===== config.mk =====
export PLATFORM = sky130hd
export DESIGN_NAME = cdb_arbiter
export DESIGN_NICKNAME = d
export VERILOG_FILES = /design/src/rtl/cdb_arbiter.sv
export SDC_FILE = /design/constraint.sdc
export NUM_CORES = 1
export LEC_CHECK = 0
export ABC_AREA = 1
export BUFFER_PORTS_ARGS = -buffer_cell sky130_fd_sc_hd__buf_2
export CORE_MARGIN = 3
export CORE_UTILIZATION = 43
export CTS_BUF_LIST = sky130_fd_sc_hd__clkbuf_4
export CTS_CLUSTER_SIZE = 24
export DETAILED_ROUTE_END_ITERATION = 10
export HOLD_SLACK_MARGIN = 0.1
export PLACE_DENSITY_LB_ADDON = 0.1
export SETUP_SLACK_MARGIN = 0.5
export SYNTH_ARGS = -nofsm -noshare
export SYNTH_HDL_FRONTEND = slang
export SYNTH_SLANG_ARGS = --single-unit
export TNS_END_PERCENT = 20

===== constraint.sdc =====
create_clock -name clk -period 3.19 [get_ports clk]
set_input_delay 0.1595 -clock clk [delete_from_list [all_inputs] [get_ports clk]]
set_output_delay 0.1595 -clock clk [all_outputs]
set_load 0.05 [all_outputs]

===== src/rtl/cdb_arbiter.sv =====
// Round-robin arbiter that merges functional-unit results onto a single registered CDB port.
// Optional branch-first priority is enabled by defining OOPS_CDB_BRANCH_PRIO_EN.
module cdb_arbiter #(
   parameter int N_REQ = 4,
   parameter int WIDTH = 32,
   parameter int TAG_W = 4,
   localparam int SRC_W = (N_REQ > 1) ? $clog2(N_REQ) : 1
) (
   input  logic                   clk,
   input  logic                   rst,
   input  logic                   flush,
   input  logic [N_REQ-1:0]       req_vld_i,
   input  logic [N_REQ*TAG_W-1:0] req_tag_i,
   input  logic [N_REQ*WIDTH-1:0] req_data_i,
   input  logic [N_REQ-1:0]       req_br_i,
   output logic [N_REQ-1:0]       req_rdy_o,
   input  logic                   cdb_rdy_i,
   output logic                   cdb_vld_o,
   output logic [TAG_W-1:0]       cdb_tag_o,
   output logic [WIDTH-1:0]       cdb_data_o,
   output logic [SRC_W-1:0]       cdb_src_o
);

   logic [SRC_W-1:0] r_ptr;
   logic             r_vld;
   logic [TAG_W-1:0] r_tag;
   logic [WIDTH-1:0] r_data;
   logic [SRC_W-1:0] r_src;

   logic             w_allow;
   logic             w_found;
   logic             w_xfer;
   logic [N_REQ-1:0] w_cand;
   logic [N_REQ-1:0] w_grant;
   logic [SRC_W-1:0] w_win;
   logic [SRC_W-1:0] w_ptr_nxt;
   logic [TAG_W-1:0] w_tag;
   logic [WIDTH-1:0] w_data;

   // The output register can take a new word when empty or drained this cycle.
   assign w_allow = (!r_vld || cdb_rdy_i) && !flush && !rst;

`ifdef OOPS_CDB_BRANCH_PRIO_EN
   always_comb begin
      w_cand = req_vld_i;
      if (|(req_vld_i & req_br_i)) w_cand = req_vld_i & req_br_i;
   end
`else
   logic w_unused_br;
   assign w_unused_br = ^req_br_i;
   assign w_cand      = req_vld_i;
`endif

   always_comb begin : pick
      int               v_idx;
      logic [SRC_W-1:0] v_sel;
      // NOTE: every combinational output gets a default first so no latch is inferred.
      v_idx   = 0;
      v_sel   = '0;
      w_found = 1'b0;
      w_win   = '0;
      for (int k = 0; k < N_REQ; k++) begin
         v_idx = int'(r_ptr) + k;
         if (v_idx >= N_REQ) v_idx = v_idx - N_REQ;
         v_sel = SRC_W'(v_idx);
         if (!w_found && w_cand[v_sel]) begin
            w_found = 1'b1;
            w_win   = v_sel;
         end
      end
   end

   assign w_xfer = w_allow && w_found;

   always_comb begin : route
      w_grant = '0;
      w_tag   = '0;
      w_data  = '0;
      for (int k = 0; k < N_REQ; k++) begin
         if (SRC_W'(k) == w_win) begin
            w_grant[k] = w_xfer;
            w_tag      = req_tag_i[k*TAG_W +: TAG_W];
            w_data     = req_data_i[k*WIDTH +: WIDTH];
         end
      end
   end

   assign w_ptr_nxt = (w_win == SRC_W'(N_REQ - 1)) ? '0 : w_win + 1'b1;
   assign req_rdy_o = w_grant;

   // NOTE: sequential state uses non-blocking assignments so all registers update together.
   always_ff @(posedge clk) begin
      if (rst) begin
         r_vld  <= 1'b0;
         r_tag  <= '0;
         r_data <= '0;
         r_src  <= '0;
         r_ptr  <= '0;
      end else if (flush) begin
         r_vld <= 1'b0;
      end else if (w_xfer) begin
         r_vld  <= 1'b1;
         r_tag  <= w_tag;
         r_data <= w_data;
         r_src  <= w_win;
         r_ptr  <= w_ptr_nxt;
      end else if (cdb_rdy_i) begin
         r_vld <= 1'b0;
      end
   end

   assign cdb_vld_o  = r_vld;
   assign cdb_tag_o  = r_tag;
   assign cdb_data_o = r_data;
   assign cdb_src_o  = r_src;

endmodule


==> results_tabular.tex <==
\begin{tabular}{lr}
\hline
Metric & Value \\
\hline
\multicolumn{2}{l}{\textbf{Global route}} \\
\quad Via count of the first global-routing pass & 3359 \\
\quad Global routing usage summed across all routing layers & 24.6\% \\
\quad Initial antenna violation count & 0 \\
\quad Global-route congestion overflow total & 0 \\
\quad Global-route wire length before repair & 15300 um \\
\quad Largest net degree at the start of global routing & 38 \\
\multicolumn{2}{l}{\textbf{Timing}} \\
\quad Final critical-path required period & 2.55 ns \\
\quad Final Hold Fails & 0 \\
\quad Final period util & 80.1\% \\
\quad Clk\_skew & 0.00403 ns \\
\quad Unrepaired setup endpoints after global routing & true \\
\quad Fmax & 0.391 GHz \\
\quad Worst slew slack as a fraction of its limit & 62.2\% \\
\quad Hold WS & 0.135 ns \\
\quad Max-slew violation count & 0 \\
\quad Slew of the pin with the lowest slew margin & 0.567 ns \\
\quad Setup-violating endpoint count in the final report & 0 \\
\quad Setup tns final & 0 ns \\
\multicolumn{2}{l}{\textbf{Setup path}} \\
\quad CP endpoint & cdb\_tag\_o[0]\$\_SDFFE\_PP0P\_ \\
\quad Worst path bufs/invs & 3 \\
\quad Crit path max fanout & 16 \\
\quad Required @ worst endpoint & 3.48 ns \\
\quad Crit Reg-Reg Startpoint & r\_ptr[0]\$\_SDFFE\_PP0P\_ \\
\quad Crit-path slowest cell & dfxtp\_4 \\
\quad Cell depth of the worst flop-to-flop path & 21 \\
\quad Startpoint of the most critical setup path & r\_ptr[0]\$\_SDFFE\_PP0P\_ \\
\quad Most Frequent Cell on Critical Path & nand2\_1 \\
\quad Top Family by Delay on Critical Path & simple AND/OR/NAND/NOR gates \\
\quad Critical path cell sequence & buf\_4, nand2\_1, nand2\_2, nand2\_4, nand2\_4, nor2\_8, nand3\_1, nand3\_1, nand2\_2, ha\_4, inv\_1, nor2\_4, clkbuf\_16, nand2\_1, nand2\_1, o21ai\_0, nand2\_1, o21ai\_0, nand2\_1, nand2\_1, nor2\_1 \\
\quad Worst stage delay on the critical path & 0.40 ns \\
\quad Flop2flop setup slack & 0.64 ns \\
\quad Capture instance of the worst register-to-register path & cdb\_tag\_o[0]\$\_SDFFE\_PP0P\_ \\
\quad Data arrival, critical path & 2.85 ns \\
\quad Type of the setup path with the least slack & flop to flop \\
\quad Critical Path End Type & flop \\
\quad WP depth & 21 \\
\quad Startpoint type of the worst setup path & flop \\
\multicolumn{2}{l}{\textbf{Drt}} \\
\quad Via density per instance & 4.91 \\
\quad Drt first-iter violations & 134 \\
\quad DRT antenna net count & 0 \\
\quad DRC violations left & 0 \\
\quad Detailed Route WL & 10700 um \\
\quad Average routed wire per standard cell & 13.5 um \\
\quad Total via count after detailed routing & 3911 \\
\quad Number of iterations in the first detailed-routing pass & 5 \\
\multicolumn{2}{l}{\textbf{Final layout}} \\
\quad Most frequent standard cell in the layout excluding fill and tap cells & nand2\_1 \\
\quad Final layout net count & 879 \\
\quad Area taken by flip-flops and latches & 826 um\^{}2 \\
\quad Area Growth Syn to Fin & 46.5\% \\
\quad Most used cells in the layout excluding fill and tap cells & 206 x nand2\_1, 191 x buf\_2, 82 x nor2\_1, 62 x o21ai\_0, 39 x dfxtp\_1 \\
\quad Final-layout fill cell count & 672 \\
\quad Antenna diode count & 0 \\
\quad Area taken by multi-input logic gates & 0.00198 mm\^{}2 \\
\quad Final core occ & 66.6\% \\
\quad Layout cell share with drive strength beyond 1 & 35.7\% \\
\multicolumn{2}{l}{\textbf{Pwr}} \\
\quad Cell area power density & 636 mW/mm\^{}2 \\
\quad Total design power & 2750 uW \\
\quad Peak supply drop & 0.315 mV \\
\quad Static Leakage & 0.00246 uW \\
\multicolumn{2}{l}{\textbf{Logic synthesis}} \\
\quad Compound-Gate Fraction of Synth Area & 19.3\% \\
\quad Post-synth top area share & 27.8\% \\
\quad Count of yosys warnings during synthesis & 0 \\
\quad Simple-gate portion of the synthesized area & 42.8\% \\
\quad Synthesized-area fraction occupied by xor and xnor cells & 0\% \\
\quad Number of nets in the synthesized netlist & 689 \\
\quad Share of synthesized area occupied by flip-flops and latches & 27.8\% \\
\quad Average cell area after synthesis & 5.58 um\^{}2 \\
\quad Biggest area contributors in the synthesized netlist & dfxtp\_1 28\%, nand2\_1 27\%, o21ai\_0 11\%, nor2\_1 11\%, a21oi\_1 6.3\% \\
\quad Adder-Cell Fraction of Synth Area & 1.69\% \\
\quad Fraction of synthesized area in multiplexers & 0\% \\
\quad Cell area after synthesis & 0.00295 mm\^{}2 \\
\quad Number of distinct standard cells referenced by the synthesized netlist & 23 \\
\quad Combinational family with the most area after synthesis & simple AND/OR/NAND/NOR gates \\
\quad Yosys top cell by area & dfxtp\_1 \\
\quad Register bit count reported by yosys & 41 \\
\quad Cell count after synthesis & 529 \\
\multicolumn{2}{l}{\textbf{Place}} \\
\quad Routability congestion estimate from global placement & 0.834 \\
\quad Count of buffers inserted at the top-level ports & 194 \\
\quad Hpwl dp & 7600 um \\
\multicolumn{2}{l}{\textbf{Floorplanning}} \\
\quad Die Height & 88.9 um \\
\quad Number of rows in the core area & 29 \\
\quad Die outline area & 0.00790 mm\^{}2 \\
\quad Effective utilization at floorplan & 45.5\% \\
\quad Die Wd & 88.9 um \\
\quad Core Area & 0.00649 mm\^{}2 \\
\quad Top-level port count & 199 \\
\multicolumn{2}{l}{\textbf{Run}} \\
\quad Count of max-cap constraint violations & 0 \\
\multicolumn{2}{l}{\textbf{CTS}} \\
\quad Maximum clock path buffer count & 2 \\
\quad Number of CTS-inserted buffers & 5 \\
\quad Post-CTS clock slew at the launch and capture registers of the worst setup and hold paths & 0.13 ns \\
\quad H-tree Lvls & 2 \\
\quad Root buffer cell & clkbuf\_4 \\
\quad Clk\_lat worst skew & 0.34 ns \\
\quad Sink Count & 41 \\
\quad Clock tree from TritonCTS & built \\
\multicolumn{2}{l}{\textbf{Run status}} \\
\quad Status & finished clean \\
\multicolumn{2}{l}{\textbf{Hold path}} \\
\quad Hold WC Path Type & input port to flop \\
\quad Worst hold path startpoint & req\_data\_i[107] \\
\hline
\end{tabular}
state kept, by name, indices dropped and copies added (netlist names):
register,count
cdb_data_o,32
cdb_tag_o,4
cdb_src_o,2
r_ptr,2
cdb_vld_o,1
per-stage QoR:
| stage | instance area (um^2) | worst slack [ns] | instances |
|---|---|---|---|
| floorplan | 2960 | 0.467 | 529 |
| detailed placement | 3980 | 0.366 | 777 |
| finish | 4330 | 0.635 | 797 |
| global route | 4330 | 0.454 | 797 |
| CTS | 4090 | 0.441 | 787 |
| global placement | 3980 | 0.415 | 777 |
logic make-up (layout without fill, tap and decap cells):
kind of cell               Yosys count  after routing
DFF                                 41             41
buffers and inverters               55            246
AOI/OAI and AO/OA                  113            113
adders and majority gates            4              4
and+or+nand+nor                    316            316
Yosys cell counts:
| cell type | count |
|---|---|
| nand2_1 | 211 |
| nor2_1 | 84 |
| o21ai_0 | 63 |
| dfxtp_1 | 41 |
| a21oi_1 | 37 |
| clkbuf_1 | 19 |
| inv_1 | 16 |
| o21ai_1 | 12 |
| nand3_1 | 10 |
| buf_1 | 5 |
| buf_2 | 4 |
| ha_1 | 4 |
| inv_2 | 4 |
| nand2_2 | 4 |
| buf_4 | 3 |
| buf_6 | 3 |
| nand2_4 | 3 |
| a21oi_2 | 1 |
| inv_4 | 1 |
| nand3_4 | 1 |
| nor2_2 | 1 |
| nor2_8 | 1 |
| nor3_1 | 1 |
area by class of cell:
type	instances	area share, %
inverters	21	1.88
clock inverters	2	0.781
clock buffers	6	1.04
multi-input cells	433	45.7
well taps	77	2.23
flip-flops and latches	41	19.1
repair buffers	217	29.3
worst min-delay path by stage:
stage / to / slack [ns] / depth (start not counted)
after floorplan: r_ptr[0]$_SDFFE_PP0P_ / 0.23 / 1
after global placement: r_ptr[0]$_SDFFE_PP0P_ / 0.37 / 2
after detailed placement: r_ptr[0]$_SDFFE_PP0P_ / 0.38 / 2
after CTS: cdb_data_o[27]$_SDFFE_PP0P_ / 0.12 / 5
after global routing: cdb_data_o[10]$_SDFFE_PP0P_ / 0.13 / 5
final: cdb_data_o[11]$_SDFFE_PP0P_ / 0.13 / 5
worst register-to-register path: stages, from the launching register on:
cell	delay [ns]
dfxtp_4	0.40
buf_4	0.13
nand2_1	0.06
nand2_2	0.12
nand2_4	0.08
nand2_4	0.09
nor2_8	0.04
nand3_1	0.06
nand3_1	0.09
nand2_2	0.17
ha_4	0.15
inv_1	0.07
nor2_4	0.26
clkbuf_16	0.24
nand2_1	0.07
nand2_1	0.05
o21ai_0	0.08
nand2_1	0.06
o21ai_0	0.07
nand2_1	0.08
nand2_1	0.04
nor2_1	0.09
report_power, final:
group	switching, uW	internal (uW)	total [uW]
clock	173	172	344
sequential	32.5	571	603
combinational	1120	685	1800
total	1320	1430	2750
what timing repair did:
item                                    CTS  global route
hold endpoints to repair                  2             0
hold buffers                              2             0
setup buffers                             0             7
cloned                                    0             3
endpoints found under the setup margin   39            39
pin swaps                                 0             8
resized for setup                         5            31
routing by layer:
metal	GRT usage, %	wire length (um)
met1	30.5	4370
met2	41.2	5280
met3	6.05	855
met4	8.52	220
met5	0	0
No activity file was read; power rests on OpenSTA's default activity.
